## src/rtl/fetch_stage_if.sv

```systemverilog
// Signal bundle between the fetch stage and its neighbours: instruction memory,
// decode and the PC-select mux.
interface fetch_stage_if #(
  parameter int ADDR_W = 8,
  parameter int DATA_W = 8
);
  logic [ADDR_W-1:0] next_pc;
  logic              redirect;
  logic              mem_rd_req;
  logic [ADDR_W-1:0] mem_addr;
  logic              mem_rd_ack;
  logic [DATA_W-1:0] mem_rd_data;
  logic [DATA_W-1:0] instr;
  logic [ADDR_W-1:0] instr_pc;
  logic              instr_valid;
  logic              instr_ready;
  logic [ADDR_W-1:0] pc_plus1;

  // The fetch stage is the master; memory, decode and the mux form the slave side.
  modport master (
    input  next_pc, redirect, mem_rd_ack, mem_rd_data, instr_ready,
    output mem_rd_req, mem_addr, instr, instr_pc, instr_valid, pc_plus1
  );

  modport slave (
    output next_pc, redirect, mem_rd_ack, mem_rd_data, instr_ready,
    input  mem_rd_req, mem_addr, instr, instr_pc, instr_valid, pc_plus1
  );
endinterface

```

## src/rtl/fetch_stage.sv

```systemverilog
// Instruction-fetch stage: owns the PC, reads one byte per request from
// instruction memory and hands it to decode, honouring branch redirects.
module fetch_stage #(
  parameter int                ADDR_W   = 8,
  parameter int                DATA_W   = 8,
  parameter logic [ADDR_W-1:0] RESET_PC = '0
) (
  input logic           clk,
  input logic           reset_n,
  fetch_stage_if.master bus
);

  typedef enum logic [1:0] {
    S_IDLE,
    S_REQ,
    S_GAP,
    S_HOLD
  } state_e;

  state_e            state,      state_nxt;
  logic [ADDR_W-1:0] pc,         pc_nxt;
  logic [ADDR_W-1:0] redir_pc,   redir_pc_nxt;
  logic              redir_pend, redir_pend_nxt;
  logic [DATA_W-1:0] instr_q,    instr_nxt;
  logic [ADDR_W-1:0] instr_pc_q, instr_pc_nxt;

  // State register
  always_ff @(posedge clk or negedge reset_n) begin
    if (!reset_n) begin
      state      <= S_IDLE;
      pc         <= RESET_PC;
      redir_pc   <= RESET_PC;
      redir_pend <= 1'b0;
      instr_q    <= '0;
      instr_pc_q <= '0;
    end else begin
      // NOTE: non-blocking assignments so every register samples the values
      // from before this edge, regardless of statement order.
      state      <= state_nxt;
      pc         <= pc_nxt;
      redir_pc   <= redir_pc_nxt;
      redir_pend <= redir_pend_nxt;
      instr_q    <= instr_nxt;
      instr_pc_q <= instr_pc_nxt;
    end
  end

  // Next-state logic
  always_comb begin
    // NOTE: every output of this block gets a default first so no path leaves
    // a variable unassigned, which would otherwise infer a latch.
    state_nxt      = state;
    pc_nxt         = pc;
    redir_pc_nxt   = redir_pc;
    redir_pend_nxt = redir_pend;
    instr_nxt      = instr_q;
    instr_pc_nxt   = instr_pc_q;

    case (state)
      S_IDLE: state_nxt = S_REQ;

      S_REQ: begin
        if (bus.mem_rd_ack) begin
          if (redir_pend || bus.redirect) begin
            // A redirect landed during the read: drop the byte, jump to the
            // newest target (this cycle's redirect beats the stored one).
            pc_nxt         = bus.redirect ? bus.next_pc : redir_pc;
            redir_pend_nxt = 1'b0;
            state_nxt      = S_GAP;
          end else begin
            instr_nxt    = bus.mem_rd_data;
            instr_pc_nxt = pc;
            state_nxt    = S_HOLD;
          end
        end else if (bus.redirect) begin
          // The read cannot be cancelled, so remember the target until it acks.
          redir_pend_nxt = 1'b1;
          redir_pc_nxt   = bus.next_pc;
        end
      end

      S_GAP: begin
        if (bus.redirect) pc_nxt = bus.next_pc;
        state_nxt = S_REQ;
      end

      S_HOLD: begin
        if (bus.redirect || bus.instr_ready) begin
          pc_nxt    = bus.next_pc;
          state_nxt = S_GAP;
        end
      end

      default: state_nxt = S_IDLE;
    endcase
  end

  // Outputs
  always_comb begin
    bus.mem_rd_req  = (state == S_REQ);
    bus.instr_valid = (state == S_HOLD);
    bus.mem_addr    = pc;
    bus.pc_plus1    = pc + ADDR_W'(1);
    bus.instr       = instr_q;
    bus.instr_pc    = instr_pc_q;
  end

endmodule

```

## src/flat_wrapper.sv

```systemverilog
// flat-port wrapper written by rule: the top's interface ports become plain ports
module fetch_stage_flat 
#(
  parameter int                ADDR_W   = 8,
  parameter int                DATA_W   = 8,
  parameter logic [ADDR_W-1:0] RESET_PC = '0
)
  (clk, reset_n, bus_next_pc, bus_redirect, bus_mem_rd_ack, bus_mem_rd_data, bus_instr_ready, bus_mem_rd_req, bus_mem_addr, bus_instr, bus_instr_pc, bus_instr_valid, bus_pc_plus1);
  fetch_stage_if #(.ADDR_W(ADDR_W), .DATA_W(DATA_W)) bus_i ();
  input logic clk;
  input logic reset_n;
  input wire logic [$bits(bus_i.next_pc)-1:0] bus_next_pc;
  input wire logic [$bits(bus_i.redirect)-1:0] bus_redirect;
  input wire logic [$bits(bus_i.mem_rd_ack)-1:0] bus_mem_rd_ack;
  input wire logic [$bits(bus_i.mem_rd_data)-1:0] bus_mem_rd_data;
  input wire logic [$bits(bus_i.instr_ready)-1:0] bus_instr_ready;
  output wire logic [$bits(bus_i.mem_rd_req)-1:0] bus_mem_rd_req;
  output wire logic [$bits(bus_i.mem_addr)-1:0] bus_mem_addr;
  output wire logic [$bits(bus_i.instr)-1:0] bus_instr;
  output wire logic [$bits(bus_i.instr_pc)-1:0] bus_instr_pc;
  output wire logic [$bits(bus_i.instr_valid)-1:0] bus_instr_valid;
  output wire logic [$bits(bus_i.pc_plus1)-1:0] bus_pc_plus1;
  assign bus_i.next_pc = bus_next_pc;
  assign bus_i.redirect = bus_redirect;
  assign bus_i.mem_rd_ack = bus_mem_rd_ack;
  assign bus_i.mem_rd_data = bus_mem_rd_data;
  assign bus_i.instr_ready = bus_instr_ready;
  assign bus_mem_rd_req = bus_i.mem_rd_req;
  assign bus_mem_addr = bus_i.mem_addr;
  assign bus_instr = bus_i.instr;
  assign bus_instr_pc = bus_i.instr_pc;
  assign bus_instr_valid = bus_i.instr_valid;
  assign bus_pc_plus1 = bus_i.pc_plus1;
  fetch_stage #(.ADDR_W(ADDR_W), .DATA_W(DATA_W), .RESET_PC(RESET_PC)) u_core (.clk(clk), .reset_n(reset_n), .bus(bus_i));
endmodule
```

## config.mk

```make
export PLATFORM = sky130hd
export DESIGN_NAME = fetch_stage_flat
export DESIGN_NICKNAME = d
export VERILOG_FILES = /design/src/rtl/fetch_stage_if.sv /design/src/rtl/fetch_stage.sv /design/src/flat_wrapper.sv
export SDC_FILE = /design/constraint.sdc
export NUM_CORES = 1
export LEC_CHECK = 0
export CORE_ASPECT_RATIO = 0.7
export CORE_MARGIN = 4
export CORE_UTILIZATION = 48
export CTS_CLUSTER_DIAMETER = 150
export DETAILED_ROUTE_END_ITERATION = 6
export PLACE_DENSITY = 0.93
export SLEW_MARGIN = 20
export SYNTH_ARGS = -nofsm -noshare
export SYNTH_HDL_FRONTEND = slang
export SYNTH_SLANG_ARGS = --single-unit
```

## constraint.sdc

```tcl
create_clock -name clk -period 4.55 [get_ports clk]
set_clock_uncertainty 0.2 [all_clocks]
set_input_delay 1.1375 -clock clk [delete_from_list [all_inputs] [get_ports clk]]
set_output_delay 1.1375 -clock clk [all_outputs]
set_load 0.05 [all_outputs]
```

# After elaboration in Yosys (flattened, before gate mapping)
# Cells that the tools add are included.
[totals]
latchBits = 0
elab_cells = 41
ff_bits = 35
memories = 0
ramBits = 0
output_inout_bits = 34
mem_bits_ro = 0
[op_classes]
n_eq_ne = 8
order_cmp = 0
shifts = 0
muxes = 13
reduce_logical = 11
bitwise = 2
mul = 0
div_mod_pow = 0
n_addsub = 1
[op_table]
columns = ["cell", "n"]
rows = [
  ["$mux W8", 5],
  ["$pmux W8 S3", 1],
  ["$add A8 B1 Y8 const B", 1],
  ["$ne A2 B1 Y1 const B", 3],
  ["$pmux W2 S3", 1],
  ["$reduce_and A3 Y1", 2],
  ["$reduce_and A5 Y1", 1],
  ["$eq A2 B2 Y1 const B", 2],
  ["$mux W1", 4],
  ["$mux W2", 2],
  ["$ne A2 B2 Y1 const B", 2],
  ["$reduce_and A2 Y1", 2],
  ["$reduce_bool A3 Y1", 1],
  ["$eq A2 B1 Y1 const B", 1],
  ["$logic_not A2 Y1", 1],
  ["$logic_or A1 B1 Y1", 2],
  ["$not A1 Y1", 2],
  ["$reduce_bool A2 Y1", 1],
  ["$reduce_or A2 Y1", 1],
]

# Longest topological paths before layout
# Gate-level depths: netlist of the first run.
[depth]
word_depth = 4
mapped_depth = 6

# Least setup slack after synthesis of the first run
# OpenSTA, ideal clock, no wires.
[synth_timing]
path_type = "reg-to-output"
startpoint = "register u_core.pc[1] (netlist: u_core.bus.mem_addr[1])"
endpoint = "output port bus_pc_plus1[6]"
t_arrival_ps = 2069
slack_ps = 1143
stages_incl_launch_ff = 5
path_cell_list = "dfrtp_1 ha_1 and3_1 nand3_1 xnor2_1"
[synth_via]
elab_chain_len = 1
[synth_rtl]
columns = ["element", "line", "text"]
rows = [
  ["start, declared", "fetch_stage.sv:21", "logic [ADDR_W-1:0] pc, pc_nxt;"],
  ["start signal, assigned", "fetch_stage.sv:40", "pc <= pc_nxt;"],
  ["$add A8 B1 Y8", "fetch_stage.sv:103", "bus.pc_plus1 = pc + ADDR_W'(1);"],
  ["end, declared", "flat_wrapper.sv:22", "output wire logic [$bits(bus_i.pc_plus1)-1:0] bus_pc_plus1;"],
]
# No other way between the ends.

# Worst setup path in the final report of the first run
[layout_timing]
startpoint = "register u_core.pc[0] (netlist: u_core.bus.mem_addr[0])"
endpoint = "output port bus_pc_plus1[6]"
# Same word-level chain as after synthesis.

==> results of run 1 <==
[critical path: stages (launching register included)]
cell and delay [ns]:
dfrtp_1 0.43, ha_1 0.24, and3_1 0.21, nand3_1 0.10, xnor2_1 0.12, clkdlybuf4s50_1 0.82
[registers in the layout (all words and copies together), names as in the netlist]
register	count
u_core.bus.instr	8
u_core.bus.instr_pc	8
u_core.bus.mem_addr	8
u_core.redir_pc	8
u_core.state	2
u_core.redir_pend	1
[Yosys cell counts, drive strengths merged, types with 2 or more instances]
library cell	n
nor2	2
mux2	39
xnor2	4
dfrtp	35
mux2i	2
inv	2
and3	3
and2	2
nand3	3
xor2	2
buf	3
a21oi	3
[worst min-delay path by stage]
stage,start,to,slack [ns],cells after the start
floorplan,u_core.redir_pc[1],u_core.redir_pc[1],0.27,1
global placement,u_core.redir_pc[6],u_core.redir_pc[6],0.28,1
detailed placement,u_core.redir_pc[3],u_core.redir_pc[3],0.29,1
CTS,u_core.bus.instr[4],u_core.bus.instr[4],0.31,1
global route,u_core.redir_pc[4],u_core.redir_pc[4],0.33,1
finish,u_core.redir_pc[1],u_core.redir_pc[1],0.31,1
[placed cells by master, fill, tap and decap left out, types with 2 or more instances in the layout]
cell | netlist | final
a21oi_1 | 3 | 3
and3_1 | 2 | 2
clkbuf_8 | 0 | 7
clkdlybuf4s50_1 | 0 | 54
dfrtp_1 | 35 | 35
inv_1 | 2 | 2
mux2_2 | 39 | 39
mux2i_1 | 2 | 2
nand3_1 | 3 | 3
xnor2_1 | 4 | 4
xor2_1 | 2 | 2
[kinds of logic after synthesis]
logic type               count (synthesis)  share of synthesized area, %
multiplexers                            41                          28.9
flip-flops                              35                          55.2
AND/OR/NAND/NOR                         15                          6.93
AO/OA/AOI/OAI                            6                          2.52
XOR/XNOR                                 6                          3.31
buffers and inverters                    5                          2.36
adder cells (fa/ha/maj)                  1                         0.788
[metrics by stage]
stage          hold WS, ns  instances
2_1_floorplan        0.275        109
3_3_place_gp         0.284        199
3_5_place_dp         0.295        199
4_1_cts              0.311        207
5_1_grt              0.329        207
6_report             0.313        207
[area by class of cell]
cell class | instances | area, um^2
fillers | 209 | 916
flip-flops and latches | 35 | 876
multi-input cells | 69 | 674
repair buffers | 55 | 548
clock buffers | 8 | 100
well taps | 38 | 47.5
inverters | 2 | 7.51
[per-layer routing]
metal | wire length [um] | share of wire [%]
met2 | 1790 | 51
met4 | 31 | 0.88
met3 | 254 | 7.2
met1 | 1430 | 41
met5 | 0 | 0
==> metrics, run 1 <==
status=completed; CTS Buffer Depth=2; Die Wd=76.7 um; ANT cells=0; GPL Wtd Cong=0.759; slew margin rel.=64.5%; Setup crit end kind=output pin; design area=2250 um^2; Mapped Avg Cell Area=14.6 um^2; number of global-route vias before repair=1,219; setup violators final=0; asr flop ratio synth=100%; P&R area growth vs syn=41.9%; hold_buf cts=0; placed cell area=2150 um^2; Reg2Reg Setup Slack=2.69 ns; post-synthesis sequential area ratio=55.2%; Layout Utilization=71.1%; TritonCTS buffer count=5; crit start category=flip-flop; Rows=17; setup bufs post-CTS=0; Post-CTS Resized=0; required time of the critical path=3.21 ns; first-pass GRT wire length=5820 um; Post-synth EDFFs=0; violation count after the first detailed-route iteration=58; CP arrival=2.19 ns; WS Path Type=flip-flop to output pin; R2R Path End=u_core.bus.mem_addr[7]; top cells by area, synth=dfrtp_1 (55%), mux2_2 (28%), xnor2_1 (2.2%); Max Cap Violations=0; synthesized net count=131; Period minus WS final=3.53 ns; M2 GR Usage=30.5%; worst reg2reg startpoint=u_core.state[1]; H-tree Lvls=2; post-synth top area cell=dfrtp_1; Root Driver=clkbuf_8; count of input and output buffers=54; Reg clk slew, reported paths=0.06 ns; Vias=1,106; GR Layer Usage met1=19.8%; wire length per cell=17.0 um; drt total wl=3510 um; Synth top area share=55.2%; Post-route DRC=0; I/O pin count=55; TritonCTS clock tree=done; die footprint=4310 um^2; GRT busiest layer=met2; Yosys cell types=25; DR pass1 iterations=4; worst setup path end=bus_pc_plus1[6]; grt total ovfl=0; grt met3 use=7.61%; worst r2r path cells=3; Routed Antenna Nets=0; Top FF cell, synth=dfrtp_1; Final Hold Fails=0; Die H=56.1 um; Gate Count Post-Synth=109; clk_lat worst skew=0.28 ns; Syn Std Cell Area=1590 um^2; RSZ-0062 raised after global routing=false; largest net degree at the start of global routing=36; setup tns final=0 ns; global router's overall resource usage=17.6%; core area=3170 um^2; Period Utilization, post-route=77.6%; Yosys reg bits=35; Nets=190; Ys Warns=0; CTS sink count=35; Hold Crit Class=flip-flop to flip-flop; slew at the pin closest to its max-slew limit=0.530 ns; initial core utilization=50.1%; crit path from=u_core.bus.mem_addr[0]; Max Fclk=0.283 GHz; Slew Viols, Final=0; fraction of layout cells with a size suffix above 1=31.4%; crit path max fanout=6; vias per cell=5.34; post-route setup slack=1.02 ns; dpl ws=1.33 ns; initial antenna violation count=0
Power of run 1 is left out: the tool's default activity adds up to more than one toggle a clock period on the data nets, which glitch-free logic cannot reach.
==> run 2, diff against run 1 <==
Settings changed: CORE_UTILIZATION 48 to 40, PLACE_DENSITY 0.93 to 0.84.
Clock period 4.55 ns to 3 ns, I/O delays scaled along.
==> run 2 against run 1 <==
Critical path depth fell by 2; setup slack worse by 0.93 ns; register-to-register slack worse by 1.5 ns; clock-buffer cell count down 2; cell count increased by 5.3%.
==> metrics, run 2 (synthesis gave the netlist of run 1 again) <==
status=completed; grt met3 use=6.92%; clk_lat worst skew=0.29 ns; DP Wirelength=2640 um; M2 GR Usage=25.9%; count of input and output buffers=54; Die H=60.7 um; Max Fclk=0.343 GHz; slew margin rel.=65.5%; fraction of layout cells with a size suffix above 1=33.9%; ANT cells=0; Setup crit end kind=output pin; Root Driver=clkbuf_8; worst reg2reg startpoint=u_core.state[1]; Slew Viols, Final=0; H-tree Lvls=2; TritonCTS buffer count=5; Rows=18; Die Wd=83.3 um; Layout Utilization=61.5%; worst setup path end=bus_pc_plus1[2]; initial antenna violation count=0; CP arrival=1.96 ns; P&R area growth vs syn=42.2%; first-pass GRT wire length=5910 um; Final Hold Fails=0; required time of the critical path=2.05 ns; Non-Filler Instances=218; setup tns final=0 ns; drt total wl=3490 um; CTS sink count=35; setup violators final=0; wire length per cell=16.0 um; most frequent cells in the layout=clkdlybuf4s50_1 (50), mux2_2 (39), dfrtp_1 (35), clkbuf_8 (6), buf_4 (4); slew at the pin closest to its max-slew limit=0.515 ns; Reg2Reg Setup Slack=1.17 ns; Period minus WS final=2.91 ns; core area=3670 um^2; Post-route DRC=0; I/O pin count=55; Routed Antenna Nets=0; # fillers=309; GRT busiest layer=met2; Nets=190; vias per cell=4.95; multi-input logic area=682 um^2; DR pass1 iterations=4; Seq. cell area=876 um^2; global router's overall resource usage=15.4%; initial core utilization=43.3%; die footprint=5060 um^2; GR Layer Usage met1=17.5%; number of global-route vias before repair=1,209; Max Cap Violations=0; worst r2r path cells=3; CTS Buffer Depth=2; Hold Crit Class=flip-flop to flip-flop; Period Utilization, post-route=97.2%; Vias=1,080; violation count after the first detailed-route iteration=74; RSZ-0062 raised after global routing=false; R2R Path End=u_core.bus.instr[6]; GPL Wtd Cong=0.818; largest net degree at the start of global routing=36; grt total ovfl=0; TritonCTS clock tree=done; WS Path Type=flip-flop to output pin; most common cell after layout, fill and taps aside=clkdlybuf4s50_1; crit path max fanout=6; Post-Place Cells=211; Hold Path Origin=u_core.bus.instr_pc[0]; crit path from=u_core.bus.mem_addr[0]; crit start category=flip-flop; Reg clk slew, reported paths=0.06 ns
run 2: changes by cell type in the layout (fill, tap and decap cells not counted), sizes merged:
cell           before  now
clkdlybuf4s50      54   50
dlymetal6s2s        0    1
clkbuf              8    6
clkinv              0    1
buf                 1    4
run 2: critical path: stages, from the launching register on:
cell	delay, ns
dfrtp_1	0.44
ha_1	0.25
xor2_1	0.16
clkdlybuf4s50_1	0.84
run 2: per-stage QoR:
stage / setup slack, ns / instance area [um^2] / hold slack, ns
after floorplan: 0.150 / 1600 / 0.254
after global placement: 0.387 / 2170 / 0.284
after detailed placement: 0.335 / 2170 / 0.291
after CTS: 0.0549 / 2260 / 0.305
after global routing: 0.0155 / 2260 / 0.322
final: 0.0853 / 2260 / 0.306
run 2: layout make-up:
| type | count | share of cell area (%) |
|---|---|---|
| Sequential cell | 35 | 38.8 |
| Inverter | 2 | 0.332 |
| Timing Repair Buffer | 55 | 24.0 |
| Tap cell | 50 | 2.77 |
| Clock inverter | 1 | 0.222 |
| Multi-Input combinational cell | 69 | 30.2 |
| Clock buffer | 6 | 3.66 |
run 2: worst min-delay path by stage:
stage                             endpoint  depth (start not counted)  slack (ns)
global route            u_core.redir_pc[2]                          1        0.32
detailed placement      u_core.redir_pc[7]                          1        0.29
floorplan              u_core.bus.instr[0]                          0        0.25
finish              u_core.bus.instr_pc[0]                          1        0.31
CTS                     u_core.redir_pc[7]                          1        0.30
global placement        u_core.redir_pc[2]                          1        0.28
run 2: repair_timing:
item	in CTS	in global routing
setup endpoints to repair	0	1
hold buffers	0	0
buffers inserted	0	0
resized for setup	0	1
hold endpoints to repair	0	0
run 2: per-layer routing:
metal | share of wire, % | wire length (um)
met4 | 1.7 | 58
met1 | 42 | 1460
met5 | 0 | 0
met2 | 47 | 1650
met3 | 9.3 | 324
Power of run 2 is left out for the same reason.
